$ cat config.mk
export PLATFORM = sky130hd
export DESIGN_NAME = char_plotter
export DESIGN_NICKNAME = d
export VERILOG_FILES = /design/src/rtl/char_plotter.sv
export SDC_FILE = /design/constraint.sdc
export NUM_CORES = 1
export LEC_CHECK = 0
export BUFFER_PORTS_ARGS = -buffer_cell sky130_fd_sc_hd__buf_2
export CORE_ASPECT_RATIO = 0.9
export CORE_MARGIN = 2
export CORE_UTILIZATION = 50
export CTS_BUF_LIST = sky130_fd_sc_hd__clkbuf_4 sky130_fd_sc_hd__clkbuf_8
export DETAILED_ROUTE_END_ITERATION = 16
export MAX_ROUTING_LAYER = met4
export PLACE_DENSITY = 0.8
export SETUP_SLACK_MARGIN = 0.02
export SLEW_MARGIN = 0
export SYNTH_ARGS = -nofsm -noshare
export SYNTH_HDL_FRONTEND = slang
export SYNTH_SLANG_ARGS = --single-unit
$ cat constraint.sdc
create_clock -name CLOCK_50 -period 2.3 [get_ports CLOCK_50]
set_input_delay 0.115 -clock CLOCK_50 [delete_from_list [all_inputs] [get_ports CLOCK_50]]
set_output_delay 0.115 -clock CLOCK_50 [all_outputs]
set_load 0.005 [all_outputs]
$ cat src/rtl/char_plotter.sv
// char_plotter
//   Drives the VGA adapter's pixel-plot interface. Either renders one 8x8
//   glyph at a text cell (fetching each bitmap line from an external
//   synchronous font ROM) or clears the whole frame to a background colour.
//   One pixel write per cycle.
//
// Ports
//   CLOCK_50, reset      clock (rising edge), async active-low reset
//   start, clear         operation requests, sampled only while idle
//   char_code, col, row  glyph and text cell (col < H_RES/8, row < V_RES/8)
//   fg_colour, bg_colour glyph colours; bg_colour also used by clear
//   glyph_addr           font ROM address {char_code, line}
//   glyph_data           font ROM data, one cycle after glyph_addr, bit 7 = left
//   x, y, colour, writeEn  registered plot outputs
//   busy, done           operation in progress / one-cycle completion pulse
module char_plotter #(
   parameter int H_RES       = 320,
   parameter int V_RES       = 240,
   parameter bit TRANSPARENT = 1'b0
) (
   input  logic       CLOCK_50,
   input  logic       reset,
   input  logic       start,
   input  logic       clear,
   input  logic [6:0] char_code,
   input  logic [5:0] col,
   input  logic [4:0] row,
   input  logic [2:0] fg_colour,
   input  logic [2:0] bg_colour,
   output logic [9:0] glyph_addr,
   input  logic [7:0] glyph_data,
   output logic [8:0] x,
   output logic [8:0] y,
   output logic [2:0] colour,
   output logic       writeEn,
   output logic       busy,
   output logic       done
);

   typedef enum logic [2:0] {S_IDLE, S_FETCH, S_LATCH, S_PLOT, S_CLEAR} state_t;

   localparam logic [8:0] X_MAX  = 9'(H_RES - 1);
   localparam logic [8:0] Y_MAX  = 9'(V_RES - 1);
   localparam logic [5:0] N_COLS = 6'(H_RES / 8);
   localparam logic [4:0] N_ROWS = 5'(V_RES / 8);

   state_t     state, state_n;
   logic [6:0] chr_q, chr_n;
   logic [5:0] col_q, col_n;
   logic [4:0] row_q, row_n;
   logic [2:0] fg_q, fg_n, bg_q, bg_n;
   logic [7:0] line_q, line_n;   // left-shifting copy of the current bitmap line
   logic [2:0] pix_q, pix_n;
   logic [2:0] ln_q, ln_n;
   logic [9:0] addr_n;
   logic [8:0] x_n, y_n;
   logic [2:0] colour_n;
   logic       we_n, busy_n, done_n;

   // pixel produced this cycle (glyph render only)
   logic       plot_now, pix_bit;
   logic [2:0] pix_idx;

   always_ff @(posedge CLOCK_50 or negedge reset) begin
      if (!reset) begin
         state      <= S_IDLE;
         chr_q      <= '0;
         col_q      <= '0;
         row_q      <= '0;
         fg_q       <= '0;
         bg_q       <= '0;
         line_q     <= '0;
         pix_q      <= '0;
         ln_q       <= '0;
         glyph_addr <= '0;
         x          <= '0;
         y          <= '0;
         colour     <= '0;
         writeEn    <= 1'b0;
         busy       <= 1'b0;
         done       <= 1'b0;
      end else begin
         state      <= state_n;
         chr_q      <= chr_n;
         col_q      <= col_n;
         row_q      <= row_n;
         fg_q       <= fg_n;
         bg_q       <= bg_n;
         line_q     <= line_n;
         pix_q      <= pix_n;
         ln_q       <= ln_n;
         glyph_addr <= addr_n;
         x          <= x_n;
         y          <= y_n;
         colour     <= colour_n;
         writeEn    <= we_n;
         busy       <= busy_n;
         done       <= done_n;
      end
   end

   always_comb begin
      state_n  = state;
      chr_n    = chr_q;
      col_n    = col_q;
      row_n    = row_q;
      fg_n     = fg_q;
      bg_n     = bg_q;
      line_n   = line_q;
      pix_n    = pix_q;
      ln_n     = ln_q;
      addr_n   = glyph_addr;
      x_n      = x;
      y_n      = y;
      colour_n = colour;
      we_n     = 1'b0;
      busy_n   = busy;
      done_n   = 1'b0;
      plot_now = 1'b0;
      pix_bit  = 1'b0;
      pix_idx  = 3'd0;

      case (state)
         S_IDLE: begin
            if (clear) begin
               bg_n     = bg_colour;
               x_n      = '0;
               y_n      = '0;
               colour_n = bg_colour;
               we_n     = 1'b1;
               busy_n   = 1'b1;
               state_n  = S_CLEAR;
            end else if (start && col < N_COLS && row < N_ROWS) begin
               chr_n   = char_code;
               col_n   = col;
               row_n   = row;
               fg_n    = fg_colour;
               bg_n    = bg_colour;
               ln_n    = 3'd0;
               addr_n  = {char_code, 3'd0};
               busy_n  = 1'b1;
               state_n = S_FETCH;
            end
         end
         // ROM is sampling glyph_addr this cycle
         S_FETCH: state_n = S_LATCH;
         // glyph_data is valid now; the first pixel is taken straight from it
         // so the registered plot outputs line up with the PLOT cycles
         S_LATCH: begin
            line_n   = {glyph_data[6:0], 1'b0};
            pix_n    = 3'd0;
            plot_now = 1'b1;
            pix_bit  = glyph_data[7];
            pix_idx  = 3'd0;
            state_n  = S_PLOT;
         end
         S_PLOT: begin
            if (pix_q == 3'd7) begin
               if (ln_q == 3'd7) begin
                  busy_n  = 1'b0;
                  done_n  = 1'b1;
                  state_n = S_IDLE;
               end else begin
                  ln_n    = ln_q + 3'd1;
                  addr_n  = {chr_q, ln_q + 3'd1};
                  state_n = S_FETCH;
               end
            end else begin
               pix_n    = pix_q + 3'd1;
               line_n   = {line_q[6:0], 1'b0};
               plot_now = 1'b1;
               pix_bit  = line_q[7];
               pix_idx  = pix_q + 3'd1;
            end
         end
         S_CLEAR: begin
            if (x == X_MAX && y == Y_MAX) begin
               busy_n  = 1'b0;
               done_n  = 1'b1;
               state_n = S_IDLE;
            end else begin
               we_n = 1'b1;
               if (x == X_MAX) begin
                  x_n = '0;
                  y_n = y + 9'd1;
               end else begin
                  x_n = x + 9'd1;
               end
            end
         end
         default: state_n = S_IDLE;
      endcase

      // skipped transparent pixels leave x/y/colour untouched
      if (plot_now) begin
         we_n = pix_bit | !TRANSPARENT;
         if (we_n) begin
            x_n      = {col_q, pix_idx};
            y_n      = {1'b0, row_q, ln_q};
            colour_n = pix_bit ? fg_q : bg_q;
         end
      end
   end

endmodule

==> results.sh, run 1 <==
export IMPL_dr_pass1_iters=4
export IMPL_num_fill_cells=544
export IMPL_power_leakage_uw=0.00205
export IMPL_grt_overflow_total=0
export IMPL_synth_largest_area_cell="dfrtp_1"
export IMPL_synth_nets=353
export IMPL_max_freq_mhz=470
export IMPL_cts_resized=0
export IMPL_ys_ff_latch=71
export IMPL_htree_levels=3
export IMPL_hold_buffers=2
export IMPL_drc=0
export IMPL_slowest_stage="or4b_1"
export IMPL_path_class="flop to flop"
export IMPL_async_flop_share=1.00
export IMPL_cp_arrival_ps=2350
export IMPL_antenna_found_initial=0
export IMPL_ioPinCount=70
export IMPL_synthTopCellsByArea="dfrtp_1 (51%), mux2_2 (13%), nand2_1 (3.6%)"
export IMPL_reg2reg_setup_slack_ps=170
export IMPL_setup_violations=0
export IMPL_max_stage_delay_ps=480
export IMPL_die_h_um=83.4
export IMPL_critPathBufInv=0
export IMPL_ir_drop_uv=604
export IMPL_cts_tree="built"
export IMPL_final_hold_viol_count=0
export IMPL_routed_via_count=2754
export IMPL_p_per_area_nw_per_um2=1130
export IMPL_detail_route_wl_per_cell_um=15.7
export IMPL_slew_headroom=0.575
export IMPL_fin_crit_ps=2130
export IMPL_skew_ps=12.7
export IMPL_synthCells=311
export IMPL_numClockSinks=71
export IMPL_dr_first_iter_drc_count=203
export IMPL_cp_data_required_time_ps=2520
export IMPL_wl_mm=7.68
export IMPL_drv_cap=0
export IMPL_synthMuxAreaShare=0.162
export IMPL_grt_setup_unrepaired="false"
export IMPL_ys_flop_type="dfrtp_1"
export IMPL_synthXorXnorAreaFrac=0
export IMPL_synth_compound_area_frac=0.118
export IMPL_cts_setup_buffers=0
export IMPL_dp_slack_ps=181
export IMPL_antenna_cells=0
export IMPL_initial_core_util=0.523
export IMPL_stdcell_count=488
export IMPL_tns_ps=0
export IMPL_crit_fanout=8
export IMPL_syn_area_per_cell_um2=11.3
export IMPL_multi_input_area_um2=1640
export IMPL_status="finished clean"
export IMPL_core_area_um2=6690
export IMPL_place_inst=470
export IMPL_clk_latency_ps=340
export IMPL_clkTransAtPathRegs_ps=80
export IMPL_numCtsBuffers=9
export IMPL_worst_pin_slew_ps=636
export IMPL_grt_pass1_vias=2781
export IMPL_synth_cell_type_count=53
export IMPL_drive_gt1_frac=0.374
export IMPL_die_w_um=92.2
export IMPL_synth_adder_area_share=0.0214
export IMPL_gp_congestion=0.937
export IMPL_critical_path_top_delay_family="simple AND/OR/NAND/NOR gates"
export IMPL_grt_pass1_wl_mm=13.2
export IMPL_placed_area_um2=3990
export IMPL_nets=435
export IMPL_holdCritPathClass="input pin to flop"
export IMPL_grt_max_degree=28
export IMPL_timing_final_max_slew_violations=0
export IMPL_io_buffers=69
export IMPL_clock_path_buffers=2
export IMPL_regArea_um2=1780
export IMPL_track_usage=0.220
export IMPL_period_share=0.925
export IMPL_synth_top_family_by_area="simple AND/OR/NAND/NOR gates"
export IMPL_endpoint_kind="flop"
export IMPL_ant_nets=0
export IMPL_vias_per_cell=5.64
export IMPL_setup_slack_ps=172
export IMPL_seq_area_frac_synth=0.508
export IMPL_yosysWarnings=0
export IMPL_synth_top_area_share=0.508
export IMPL_synth_area_um2=3500
export IMPL_final_cell_area_um2=4230
export IMPL_dp_hpwl_mm=5.59
export IMPL_yosys_area_share_simple=0.167
export IMPL_cp_start_kind="flop"
export IMPL_rows=28
export IMPL_synth_edf_count=0
export IMPL_area_growth_pct=20.8
export IMPL_cts_root_buf="clkbuf_8"
export IMPL_cp_cell_sequence="ha_1, nand3_2, or3_1, or4b_1, nand4_1, o311ai_1"
export IMPL_dieArea_um2=7690
cell usage in the layout, fill, tap and decap left out, types with 5 or more instances in the layout:
| cell | n |
|---|---|
| o21ai_0 | 19 |
| a221o_1 | 5 |
| buf_2 | 69 |
| a31oi_1 | 5 |
| dfrtp_1 | 71 |
| and3_1 | 9 |
| a21oi_1 | 8 |
| mux2_2 | 41 |
| nor2_1 | 8 |
| ha_1 | 6 |
| clkbuf_8 | 10 |
| nor3_1 | 8 |
| nor2b_1 | 7 |
| nand3_1 | 9 |
| buf_4 | 13 |
| nand4b_1 | 5 |
| nand2_1 | 34 |
| inv_1 | 5 |
| mux2i_1 | 9 |
Yosys cell counts (2+ instances only):
library cell  number
or3_1              2
buf_2              2
o21ai_0           19
nand3b_1           2
nor2b_1            7
nand2b_1           2
mux2_2            41
a221o_1            5
and2_1             2
clkbuf_1           7
o22ai_1            3
a21oi_1            8
nor2_1             8
nand3_1            9
buf_4              2
mux2i_1            9
nand2_1           34
and3_1             9
nand4_1            4
o211ai_1           3
o311ai_1           2
o31ai_1            3
nor3_1             8
inv_1              5
dfrtp_1           71
nor4_1             2
nor3b_1            2
a31oi_1            5
a221oi_1           2
nand4b_1           5
ha_1               6
registers in the layout (all words and copies together), names as in the netlist:
signal / cells
row_q: 5
line_q: 7
bg_q: 3
glyph_addr: 10
y: 9
col_q: 6
state: 3
chr_q: 7
colour: 3
fg_q: 3
done: 1
x: 9
busy: 1
pix_q: 3
writeEn: 1
layer usage:
layer	vias to the layer above	GRT usage	wire, um
li1	1332	-	-
met1	1321	0.295	3420
met2	90	0.348	3750
met3	11	0.0408	418
met4	0	0.0611	93
met5	-	-	0
through the flow:
stage / power (uW) / hold slack (ps) / util
2_1_floorplan: 3110 / -181 / -
3_3_place_gp: 3600 / 119 / 0.596
3_5_place_dp: 3680 / 137 / 0.596
4_1_cts: 4800 / 0.155 / 0.632
5_1_grt: 5100 / 3.64 / 0.632
6_report: 4770 / 1.22 / 0.632
layout make-up:
type | instances | area share
repair buffers | 84 | 0.109
clock buffers | 10 | 0.0325
multi-input cells | 222 | 0.387
inverters | 5 | 0.00444
flip-flops and latches | 71 | 0.420
well taps | 90 | 0.0266
clock inverters | 6 | 0.0198
power by group:
group / total (uW) / switching [uW] / internal [uW] / leakage, uW
sequential: 2110 / 370 / 1740 / 0.000879
clock: 1110 / 474 / 637 / 0.000116
combinational: 1550 / 735 / 814 / 0.00106
total: 4770 / 1580 / 3190 / 0.00205
worst paths after layout:
check                        startpoint  endpoint  cells after the start
setup / recovery                   x[0]      y[2]                      6
hold reg to reg                col_q[1]      x[4]                      2
hold / removal             fg_colour[1]   fg_q[1]                      2
setup reg to reg                   x[0]      y[2]                      6
max in group asynchronous         reset      y[4]                      3
min in group asynchronous         reset  row_q[2]                      2
logic make-up (layout without fill, tap and decap cells):
kind of cell	count (synthesis)	count (layout)
buf+inv	18	105
flops	71	71
simple gates	104	104
mux	51	51
compound gates	61	61
fa+ha+maj	6	6
worst register-to-register path: cells and delay by family, from the launching register on:
family | cells | cell delay, ps
AND/OR/NAND/NOR | 4 | 1200
flip-flops | 1 | 430
adder cells (fa/ha/maj) | 1 | 260
AO/OA/AOI/OAI | 1 | 110
(Power assumes the default switching activity.)
==> inputs of run 2 (changes only) <==
Settings changed: ABC_AREA set to 1, CELL_PAD_IN_SITES_DETAIL_PLACEMENT set to 0, CELL_PAD_IN_SITES_GLOBAL_PLACEMENT set to 1, CORE_UTILIZATION 50 to 42, PLACE_DENSITY 0.8 to 0.88.
==> run 2 against run 1 <==
Compared with the run above: hold slack improved by 22 ps; global-route usage down 1.6 points; total power is 22% higher; synthesized cell count up 48%; maximum frequency grew 18%; clock-buffer cell count rose by 3; setup slack better by 330 ps; sequential share of layout area is 1.5 points lower; utilization down 12 points; sequential cell count unchanged; die area is 24% higher.
==> results.sh, run 2 <==
export IMPL_setup_violations=0
export IMPL_die_h_um=92.8
export IMPL_synthTopCellsByArea="dfrtp_1 (48%), nand2_1 (14%), nand3_1 (7.1%)"
export IMPL_grt_pass1_vias=3123
export IMPL_finalCoreUtilization=0.514
export IMPL_max_stage_delay_ps=360
export IMPL_endpoint_kind="flop"
export IMPL_whs_endpoint="fg_q[0]"
export IMPL_synth_top_area_share=0.482
export IMPL_slowest_stage="dfrtp_1"
export IMPL_grt_overflow_total=0
export IMPL_cts_root_buf="clkbuf_8"
export IMPL_ioPinCount=70
export IMPL_synth_largest_area_cell="dfrtp_1"
export IMPL_gp_congestion=0.858
export IMPL_dp_hpwl_mm=6.27
export IMPL_max_freq_mhz=555
export IMPL_timing_final_max_slew_violations=0
export IMPL_clk_latency_ps=340
export IMPL_ys_flop_type="dfrtp_1"
export IMPL_regMostFlops="glyph_addr"
export IMPL_numClockSinks=71
export IMPL_rr_startpoint="pix_q[0]"
export IMPL_hold_buffers=2
export IMPL_synth_nets=502
export IMPL_cp_startpoint="pix_q[0]"
export IMPL_dieArea_um2=9540
export IMPL_ir_drop_uv=551
export IMPL_wl_mm=8.90
export IMPL_nets=577
export IMPL_period_share=0.783
export IMPL_largest_reg_flops=10
export IMPL_grt_max_degree=61
export IMPL_cp_start_kind="flop"
export IMPL_path_class="flop to flop"
export IMPL_cp_data_required_time_ps=2580
export IMPL_slew_headroom=0.647
export IMPL_antenna_cells=0
export IMPL_synth_common_cells="nand2_1 (136), dfrtp_1 (71), nand3_1 (52)"
export IMPL_synth_cell_type_count=33
export IMPL_seq_area_frac_synth=0.482
export IMPL_cts_setup_buffers=0
export IMPL_synthCells=460
export IMPL_cts_tree="built"
export IMPL_rows=32
export IMPL_reg2reg_setup_slack_ps=500
export IMPL_cp_cell_sequence="ha_1, ha_1, inv_1, nand2_2, nand2_4, inv_2, nand2_2, inv_2, nand3_1, nand3_1"
export IMPL_cts_resized=0
export IMPL_core_area_um2=8530
export IMPL_dr_first_iter_drc_count=223
export IMPL_power_leakage_uw=0.00231
export IMPL_vias_per_cell=4.95
export IMPL_worst_pin_slew_ps=526
export IMPL_drive_gt1_frac=0.217
export IMPL_synth_most_common_cell="nand2_1"
export IMPL_async_flop_share=1.00
export IMPL_hold_depth=3
export IMPL_fin_crit_ps=1800
export IMPL_synth_edf_count=0
export IMPL_antenna_found_initial=0
export IMPL_drv_cap=0
export IMPL_status="finished clean"
export IMPL_layout_common_cells="nand2_1 (136), dfrtp_1 (71), buf_2 (69), nand3_1 (52), inv_1 (42)"
export IMPL_crit_fanout=21
export IMPL_grt_pass1_wl_mm=14.8
export IMPL_timing_rr_end="x[8]"
export IMPL_dp_slack_ps=519
export IMPL_ant_nets=0
export IMPL_ys_ff_latch=71
export IMPL_holdWs_ps=23.1
export IMPL_p_per_area_nw_per_um2=1330
export IMPL_top_regs="glyph_addr (10), x (9), y (9)"
export IMPL_synth_area_um2=3680
export IMPL_clock_path_buffers=2
export IMPL_skew_ps=9.54
export IMPL_tns_ps=0
export IMPL_htree_levels=3
export IMPL_syn_area_per_cell_um2=8.01
export IMPL_mostFrequentLayoutCell="nand2_1"
export IMPL_dr_pass1_iters=4
export IMPL_yosysWarnings=0
export IMPL_die_w_um=103
export IMPL_drc=0
export IMPL_track_usage=0.204
export IMPL_initial_core_util=0.432
export IMPL_worst_r2r_cell_count=10
export IMPL_numCtsBuffers=9
export IMPL_final_hold_viol_count=0
export IMPL_io_buffers=69
export IMPL_setup_slack_ps=499
export IMPL_routed_via_count=3253
export IMPL_clkTransAtPathRegs_ps=80
export IMPL_grt_setup_unrepaired="false"
export IMPL_area_growth_pct=19.0
export IMPL_detail_route_wl_per_cell_um=13.5
export IMPL_holdCritPathClass="input pin to flop"
export IMPL_cp_arrival_ps=2080
export IMPL_hp_start="fg_colour[0]"
run 2: cell types whose count changed after synthesis, moves of 7 or more:
cell,before,now
inv_1,5,42
and3_1,9,0
mux2i_1,9,0
nor2_1,8,29
nor2b_1,7,0
nand2_1,34,136
mux2_2,41,0
o21ai_0,19,38
o21ai_2,0,9
nand3_1,9,52
run 2: cell families after synthesis:
family | share of synthesized area
buffers and inverters | 0.0669
adders and majority gates | 0.0204
and+or+nand+nor | 0.302
DFF | 0.482
AOI/OAI and AO/OA | 0.116
xor gates and xnor gates | 0.0119
run 2: through the flow:
stage                     cell area [um^2]  total power, uW  instances
after floorplan                       3680             4090        460
after global placement                4170             4760        641
after detailed placement              4170             4850        641
after CTS                             4380             5860        657
after global routing                  4380             6380        657
final                                 4380             5830        657
run 2: worst max path at each step:
stage	slack, ps	cells past startpoint	to
after global placement	540	8	busy
after detailed placement	520	10	x[8]
final	500	10	x[8]
after CTS	500	8	busy
after floorplan	750	9	glyph_addr[8]
after global routing	280	10	x[8]
run 2: layer usage:
layer  routed length [um]  GRT usage
met1                 4290      0.277
met2                 4190      0.311
met3                  322     0.0423
met4                   97     0.0567
met5                    0          -
run 2: where the power goes:
part	switching (uW)	internal, uW	total [uW]
sequential	407	1810	2220
clock	444	557	1000
combinational	1660	949	2610
total	2510	3320	5830
run 2: worst max-delay path, delay by kind of cell, from the launching register on:
kind                       cells  cell delay, ps
adders and majority gates      2             300
DFF                            1             360
and+or+nand+nor                5             530
buffers and inverters          3             560
run 2: final cells by class:
class | count | area [um^2]
Tap cell | 119 | 149
Clock buffer | 13 | 160
Multi-Input combinational cell | 330 | 1660
Inverter | 46 | 173
Clock inverter | 1 | 30.0
Sequential cell | 71 | 1780
Fill cell | 838 | 4140
Timing Repair Buffer | 77 | 435
==> inputs of run 3 (changes only) <==
Settings changed: CORE_UTILIZATION 42 to 38, PLACE_DENSITY 0.88 to 0.84.
Clock period 2.3 ns to 1.45 ns, I/O delays scaled along.
==> run 3 against run 2 <==
Compared with the run above: the flow now finishes with violations (setup timing); clock-buffer cell count shrank 3; critical path type unchanged; highest routed layer unchanged; via count grew 18%; routed wire length grew 31%; register-to-register slack lost 550 ps; sequential share of layout area shrank 10 points; clock skew grew 0.75 ps; clock power grew 77%.
==> results.sh, run 3 (synthesis gave the netlist of run 2 again) <==
export IMPL_finalPower_uw=12500
export IMPL_numClockSinks=71
export IMPL_hold_depth=3
export IMPL_setup_violations=35
export IMPL_drc=0
export IMPL_reg2reg_setup_slack_ps=-50
export IMPL_io_buffers=69
export IMPL_slew_headroom=0.722
export IMPL_drive_gt1_frac=0.413
export IMPL_largest_reg_flops=10
export IMPL_dieArea_um2=10500
export IMPL_die_w_um=108
export IMPL_holdCritPathClass="input pin to flop"
export IMPL_clkTransAtPathRegs_ps=80
export IMPL_grt_pass1_wl_mm=17.6
export IMPL_period_share=1.04
export IMPL_setup_slack_ps=-52.9
export IMPL_detail_route_wl_per_cell_um=15.2
export IMPL_nets=679
export IMPL_timing_final_max_slew_violations=0
export IMPL_core_area_um2=9530
export IMPL_numCtsBuffers=9
export IMPL_gp_congestion=0.906
export IMPL_clock_path_buffers=2
export IMPL_cts_tree="built"
export IMPL_worst_pin_slew_ps=417
export IMPL_place_inst=698
export IMPL_die_h_um=97.4
export IMPL_stdcell_count=768
export IMPL_p_per_area_nw_per_um2=2140
export IMPL_track_usage=0.220
export IMPL_ir_drop_uv=964
export IMPL_slowest_stage="dfrtp_1"
export IMPL_regMostFlops="glyph_addr"
export IMPL_top_regs="glyph_addr (10), x (9), y (9)"
export IMPL_cp_arrival_ps=1750
export IMPL_crit_fanout=7
export IMPL_final_hold_viol_count=0
export IMPL_grt_setup_unrepaired="true"
export IMPL_cp_data_required_time_ps=1690
export IMPL_endpoint_kind="flop"
export IMPL_num_fill_cells=825
export IMPL_max_freq_mhz=665
export IMPL_ant_nets=0
export IMPL_rows=34
export IMPL_antenna_cells=0
export IMPL_htree_levels=3
export IMPL_power_leakage_uw=0.00291
export IMPL_ioPinCount=70
export IMPL_routed_via_count=3827
export IMPL_violations="setup timing"
export IMPL_clk_latency_ps=360
export IMPL_grt_overflow_total=0
export IMPL_cp_start_kind="flop"
export IMPL_antenna_found_initial=0
export IMPL_dp_hpwl_mm=6.90
export IMPL_cts_root_buf="clkbuf_8"
export IMPL_layout_common_cells="nand2_1 (117), dfrtp_1 (70), buf_2 (69), buf_4 (56), nand3_1 (39)"
export IMPL_vias_per_cell=4.98
export IMPL_path_class="flop to flop"
export IMPL_cp_cell_sequence="ha_4, ha_4, inv_4, nand2_4, nand2_8, inv_8, nand2_8, buf_6, nor2_1, a21oi_1"
export IMPL_grt_max_degree=72
export IMPL_area_growth_pct=58.6
export IMPL_max_stage_delay_ps=410
export IMPL_initial_core_util=0.387
export IMPL_dr_pass1_iters=4
export IMPL_status="complete, but fails checks"
export IMPL_drv_cap=0
export IMPL_wl_mm=11.7
export IMPL_skew_ps=10.3
export IMPL_dr_first_iter_drc_count=254
export IMPL_grt_pass1_vias=3614
export IMPL_worst_r2r_cell_count=10
export IMPL_mostFrequentLayoutCell="nand2_1"
export IMPL_fin_crit_ps=1500
[run 3: changes by cell type in the layout (fill, tap and decap cells not counted), sizes merged]
cell         before  now
buf              75  142
bufinv            1    2
clkinv            1    3
clkinvlp          0    2
dlygate4sd3       2   31
nand2           145  148
[run 3: where the power goes]
part	switching, uW	internal, uW	leakage [uW]	total, uW
combinational	3950	3370	0.00192	7330
sequential	537	2870	0.000879	3410
clock	793	982	0.000106	1770
[run 3: path summary, 6_finish.rpt]
path / from / end
min in group asynchronous: reset / line_q[5]
max: pix_q[0] / colour[2]
min reg2reg: row_q[1] / row_q[1]
max in group asynchronous: reset / state[2]
max reg2reg: pix_q[0] / colour[2]
min: glyph_data[5] / line_q[6]
[run 3: timing repair]
| item | CTS | global route |
|---|---|---|
| hold endpoints to repair | 101 | 0 |
| pin swaps | 18 | 8 |
| setup endpoints to repair | 38 | 62 |
| cloned | 3 | 4 |
| hold buffers | 31 | 0 |
| buffers inserted | 7 | 9 |
| gates resized for setup | 60 | 63 |
[run 3: per-layer routing]
layer	vias to the layer above	wire, um	GRT usage
met4	0	216	0.0730
li1	1865	-	-
met5	-	0	-
met3	16	539	0.0335
met1	1846	5110	0.299
met2	100	5790	0.338
[run 3: final cells by class]
type | instances | area (um^2) | share of cell area
Tap cell | 126 | 158 | 0.0270
Inverter | 46 | 190 | 0.0325
Multi-Input combinational cell | 333 | 2110 | 0.360
Clock buffer | 10 | 131 | 0.0225
Clock inverter | 6 | 85.1 | 0.0146
Timing Repair Buffer | 176 | 1400 | 0.239
Sequential cell | 71 | 1780 | 0.304
[run 3: per-stage QoR]
stage	TNS (ps)	util	hold slack (ps)	cell area, um^2	worst slack [ps]
5_1_grt	-4830	0.613	54.0	5840	-149
3_3_place_gp	-1260	0.487	141	4640	-65.5
6_report	-1150	0.613	67.3	5840	-52.9
2_1_floorplan	-34.1	-	-223	3730	-34.1
3_5_place_dp	-2050	0.487	131	4640	-115
4_1_cts	-752	0.575	107	5480	-42.3
[run 3: critical path: cells and delay by family, from the launching register on]
kind | cells | cell delay (ps)
flip-flops | 1 | 410
AND/OR/NAND/NOR | 4 | 340
adder cells (fa/ha/maj) | 2 | 310
buffers and inverters | 3 | 280
AO/OA/AOI/OAI | 1 | 50
